### config.mk
export PLATFORM = sky130hd
export DESIGN_NAME = cic3_decim_out
export DESIGN_NICKNAME = d
export VERILOG_FILES = /design/src/rtl/cic_pkg.sv /design/src/rtl/cic_sample_fifo.sv /design/src/rtl/cic3_decim_out.sv
export SDC_FILE = /design/constraint.sdc
export NUM_CORES = 1
export LEC_CHECK = 0
export BUFFER_PORTS_ARGS = -buffer_cell sky130_fd_sc_hd__buf_2
export CORE_AREA = 8 8 187 189
export DETAILED_ROUTE_END_ITERATION = 6
export DIE_AREA = 0 0 195 197
export PLACE_DENSITY = 0.51
export RECOVER_POWER = 50
export SLEW_MARGIN = 20
export SYNTH_ARGS = -nofsm -noshare
export SYNTH_HDL_FRONTEND = slang
export SYNTH_SLANG_ARGS = --single-unit
### constraint.sdc
create_clock -name clk -period 5.15 [get_ports clk]
set_input_delay 1.545 -clock clk [delete_from_list [all_inputs] [get_ports clk]]
set_output_delay 1.545 -clock clk [all_outputs]
set_load 0.02 [all_outputs]
### src/rtl/cic_pkg.sv
// Shared CIC types and the shift-and-saturate helper used by the cic output stages.
package cic_pkg;
  localparam int IN_WIDTH  = 24;
  localparam int OUT_WIDTH = 16;

  typedef logic signed [OUT_WIDTH-1:0] sample_t;

  localparam logic signed [IN_WIDTH:0] SAT_MAX = (IN_WIDTH+1)'((2 ** (OUT_WIDTH-1)) - 1);
  localparam logic signed [IN_WIDTH:0] SAT_MIN = ~SAT_MAX;

  // Arithmetic right shift of an offset-removed word, clamped to the signed sample range.
  function automatic sample_t sat_shift(input logic signed [IN_WIDTH:0] x,
                                        input int unsigned sh);
    logic signed [IN_WIDTH:0] v;
    v = x >>> sh;
    if (v > SAT_MAX) return OUT_WIDTH'(SAT_MAX);
    if (v < SAT_MIN) return OUT_WIDTH'(SAT_MIN);
    return OUT_WIDTH'(v);
  endfunction
endpackage

### src/rtl/cic_sample_fifo.sv
// First-word-fall-through sample FIFO; head shows the last popped word while empty.
module cic_sample_fifo
  import cic_pkg::*;
#(
  parameter int DEPTH = 8
) (
  input  logic                           clk,
  input  logic                           reset_n,
  input  logic                           i_push,
  input  sample_t                        i_data,
  input  logic                           i_pop,
  output sample_t                        o_head,
  output logic                           o_empty,
  output logic                           o_full,
  output logic [$clog2(DEPTH+1)-1:0]     o_count
);
  localparam int PTR_W = $clog2(DEPTH);
  localparam int CNT_W = $clog2(DEPTH+1);

  sample_t          r_mem [DEPTH];
  logic [PTR_W-1:0] r_rd;
  logic [PTR_W-1:0] r_wr;
  logic [CNT_W-1:0] r_count;
  sample_t          r_last;
  logic             w_pop;
  logic             w_push;

  assign o_empty = (r_count == '0);
  assign o_full  = (r_count == CNT_W'(DEPTH));
  assign o_count = r_count;
  assign o_head  = o_empty ? r_last : r_mem[r_rd];

  // A pop frees a slot in the same cycle, so a full FIFO still accepts a push alongside it.
  assign w_pop  = i_pop && !o_empty;
  assign w_push = i_push && (!o_full || w_pop);

  always_ff @(posedge clk or negedge reset_n) begin
    if (!reset_n) begin
      r_rd    <= '0;
      r_wr    <= '0;
      r_count <= '0;
      r_last  <= '0;
    end else begin
      if (w_push) r_wr <= r_wr + 1'b1;
      if (w_pop) begin
        r_rd   <= r_rd + 1'b1;
        r_last <= r_mem[r_rd];
      end
      case ({w_push, w_pop})
        2'b10:   r_count <= r_count + 1'b1;
        2'b01:   r_count <= r_count - 1'b1;
        default: r_count <= r_count;
      endcase
    end
  end

  always_ff @(posedge clk) begin
    if (w_push) r_mem[r_wr] <= i_data;
  end
endmodule

### src/rtl/cic3_decim_out.sv
// CIC3 output stage: decimation strobe, offset removal, shift/saturate, sample FIFO.
module cic3_decim_out
  import cic_pkg::*;
#(
  parameter int DECIM      = 64,
  parameter int OFFSET     = 131072,
  parameter int SHIFT      = 3,
  parameter int FIFO_DEPTH = 8
) (
  input  logic                              clk,
  input  logic                              reset_n,
  input  logic                              enable,
  input  logic [IN_WIDTH-1:0]               cic_in,
  output sample_t                           out_data,
  output logic                              out_valid,
  input  logic                              out_ready,
  output logic [$clog2(FIFO_DEPTH+1)-1:0]   fill_level,
  output logic                              overflow,
  input  logic                              clear_overflow
);
  localparam int PH_W = $clog2(DECIM);
  localparam logic [PH_W-1:0]          PH_LAST  = PH_W'(DECIM - 1);
  localparam logic signed [IN_WIDTH:0] OFFSET_S = (IN_WIDTH+1)'(OFFSET);

  logic [PH_W-1:0]          r_phase;
  logic                     w_strobe;
  logic signed [IN_WIDTH:0] r_s1;
  logic                     r_s1_vld;
  sample_t                  w_push_data;
  logic                     w_empty;
  logic                     w_full;
  logic                     w_drop;

  assign w_strobe = enable && (r_phase == PH_LAST);

  always_ff @(posedge clk or negedge reset_n) begin
    if (!reset_n) begin
      r_phase <= '0;
    end else if (!enable || r_phase == PH_LAST) begin
      r_phase <= '0;
    end else begin
      r_phase <= r_phase + 1'b1;
    end
  end

  // Stage 1 runs on the strobe only; stage 2 is the FIFO push, which ignores enable
  // so a sample already captured always completes.
  always_ff @(posedge clk or negedge reset_n) begin
    if (!reset_n) begin
      r_s1     <= '0;
      r_s1_vld <= 1'b0;
    end else begin
      r_s1_vld <= w_strobe;
      if (w_strobe) r_s1 <= $signed({1'b0, cic_in}) - OFFSET_S;
    end
  end

  assign w_push_data = sat_shift(r_s1, SHIFT);

  cic_sample_fifo #(.DEPTH(FIFO_DEPTH)) u_fifo (
    .clk     (clk),
    .reset_n (reset_n),
    .i_push  (r_s1_vld),
    .i_data  (w_push_data),
    .i_pop   (out_ready),
    .o_head  (out_data),
    .o_empty (w_empty),
    .o_full  (w_full),
    .o_count (fill_level)
  );

  assign out_valid = !w_empty;

  // Full implies valid, so a ready consumer always makes room for the incoming sample.
  assign w_drop = r_s1_vld && w_full && !out_ready;

  always_ff @(posedge clk or negedge reset_n) begin
    if (!reset_n) begin
      overflow <= 1'b0;
    end else if (w_drop) begin
      overflow <= 1'b1;
    end else if (clear_overflow) begin
      overflow <= 1'b0;
    end
  end
endmodule

==> out/summary.txt <==
CTS Buffer Depth: 2
RSZ-0062 raised after global routing: false
number of DRC markers in iteration 0: 223
Max Cap Viol: 3
Starting Density: 24.7%
GR Util All Layers: 9.33%
area leader, netlist: edfxtp_1
Setup WS pre-CTS: 1.49 ns
Final nets: 620
power consumption: 4.11 mW
die area: 0.0384 mm^2
setup bufs post-CTS: 0
IO Port Bufs: 47
share of layout cells above drive strength 1: 25.2%
Vert. Die Dim: 197 um
synth unique cells: 49
antenna violations before repair: 0
CTS H-tree depth: 4
vias in the first global route: 4558
Crit path buffers/inverters: 2
EDFF count, synth: 128
ys flop type: edfxtp_1
DP Cell Count: 975
area share of the largest cell type after synthesis: 48.5%
synth top area cells: edfxtp_1 (49%), dfrtp_1 (18%), mux2_2 (7.5%)
P&R area growth vs syn: 16.4%
CTS root buffer: clkbuf_16
syn_area_per_cell: 14.6 um^2
Async S/R FF share, synth: 30.4%
Synth warnings: 0
Routed Antenna Nets: 0
worst path arrival time: 4.18 ns
Clock transition at path regs: 0.07 ns
clock skew: 0.0202 ns
dpl hpwl: 10800 um
status: finished with violations
Peak VDD IR: 0.260 mV
gr ovfl total: 0
slowest stage delay, CP: 1.44 ns
critical path's slowest cell: clkbuf_1
Core Box Area: 0.0320 mm^2
Max FO, Critical Path: 35
pin count of the biggest net entering global routing: 43
drt drc: 0
Crit. End Element: asynchronous set/reset pin
Final min period: 3.99 ns
Mapped Cells: 541
Yosys reg bits: 184
# clock sinks: 184
Final Worst Setup Slack: 1.16 ns
Routability Congestion: 0.679
non-filler cells, final: 1007
CP Class: in2async
via count: 4493
fin. max-slew vios: 71
fmax: 250 MHz
Post-CTS Hold Buffers: 0
CTS tree: done
Row Count: 66
Slew headroom: -36.8%
setup tns final: 0 ns
hold crit path type: reg2reg
Initial DRT Pass Iterations: 4
final hold vios: 0
P per Cell Area: 446 mW/mm^2
cell family with most CP delay: buffers and inverters
Antenna Cells: 0
failing checks: max-capacitance violations, max-slew violations
final WL: 17400 um
Static Leak: 2.97 nW
first-pass GRT wire length: 27300 um
Required @ worst endpoint: 5.33 ns
# IOs: 51
mean routed wirelength per cell: 17.3 um
post-synthesis sequential area ratio: 66.2%
Worst-Skew Late Latency: 0.44 ns
worst slew pin tran: 2.05 ns
final setup vio count: 0
Tcrit/Tclk final: 77.6%
Chip Width: 195 um
Worst setup SP type: primary input
PostCTS Resize Cnt: 0
Netlist Area Pre-Place: 0.00792 mm^2
Vias/cell: 4.46
Num CTS Buffers: 17
critical path, cell by cell: clkbuf_1 -> clkbuf_1
Crit path top cell by count: clkbuf_1
syn_nets: 575
## power breakdown
group          internal, mW  total, mW  leakage (nW)  switching (mW)
registers              1.65       1.76          1.48           0.105
logic                 0.356      0.968          1.19           0.612
clock network         0.820       1.38         0.299           0.563
## cells in the mapped netlist, types with 3 or more instances
master	number
edfxtp_1	128
nand3_1	19
o31ai_1	35
xor2_1	5
xnor2_1	5
a2bb2oi_1	15
o22ai_1	16
nand2_1	37
dfrtp_1	56
o21ai_0	5
clkbuf_1	18
a31oi_1	7
buf_2	9
nand2b_1	5
nor3_1	3
o211ai_1	3
inv_1	8
buf_4	5
buf_6	3
a21oi_1	3
mux2_2	53
mux2i_1	34
nor2_1	13
and2_1	3
or3_1	3
ha_1	5
a22o_1	17
## cells by family (layout without fill, tap and decap cells)
kind of cell	Yosys count	after routing	share of synthesized area, %
AO/OA/AOI/OAI	111	111	10.8
AND/OR/NAND/NOR	99	99	6.35
buffers and inverters	45	103	2.92
flip-flops	184	184	66.2
multiplexers	87	87	11.8
XOR/XNOR	10	10	1.11
adder cells (fa/ha/maj)	5	5	0.790
## area by class of cell
| class | instances | area [um^2] |
|---|---|---|
| sequential | 184 | 5250 |
| inverter | 9 | 33.8 |
| clock inverter | 13 | 193 |
| tap | 408 | 510 |
| fill | 3245 | 22800 |
| timing repair buffer | 62 | 349 |
| clock buffer | 19 | 433 |
| multi-input combinational | 312 | 2450 |
## placed cells by master, fill, tap and decap left out, types with 6 or more instances in the layout
cell type,count
o22ai_1,16
nor2_1,12
clkbuf_16,17
a31oi_1,7
mux2_2,53
o21ai_0,6
nand3_1,19
a22o_1,17
o31ai_1,35
dfrtp_1,55
a2bb2oi_1,15
clkbuf_1,7
buf_2,44
mux2i_1,34
inv_1,8
edfxtp_1,128
nand2_1,37
buf_4,12
## worst paths after layout
path | endpoint | from | cells past startpoint | slack, ns
max in group clk | out_data[15] | u_fifo.r_rd[1] | 5 | 1.17
worst max-delay path | u_fifo.r_rd[0] | reset_n | 2 | 1.16
worst max register to register | u_fifo.r_rd[1] | u_fifo.o_count[1] | 3 | 2.40
min in group asynchronous | u_fifo.r_last[7] | reset_n | 1 | 1.71
worst min-delay path | r_phase[0] | r_phase[0] | 1 | 0.46
worst min register to register | r_phase[0] | r_phase[0] | 1 | 0.46
## flip-flops by register name, summed over array words and instances (netlist names)
| register | cells |
|---|---|
| u_fifo.r_mem | 128 |
| r_s1 | 22 |
| u_fifo.r_last | 16 |
| r_phase | 6 |
| u_fifo.o_count | 4 |
| u_fifo.r_rd | 3 |
| u_fifo.r_wr | 3 |
| overflow | 1 |
| r_s1_vld | 1 |
## routing by layer
metal | track usage (%) | vias to the layer above | wire length (um) | share of wire, %
met5 | 0 | - | 0 | 0
met3 | 2.44 | 6 | 652 | 3.7
met1 | 12.7 | 2212 | 8650 | 50
met4 | 2.19 | 0 | 85 | 0.49
li1 | - | 2196 | - | -
met2 | 14.7 | 79 | 8040 | 46
## through the flow
step,instance area [um^2],utilization (%),hold slack (ns)
2_1_floorplan,7920,-,0.433
3_3_place_gp,8610,26.9,0.455
3_5_place_dp,8610,26.9,0.460
4_1_cts,9230,28.8,0.469
5_1_grt,9220,28.8,0.478
6_report,9220,28.8,0.463
Power figures use the tool's default switching activity.
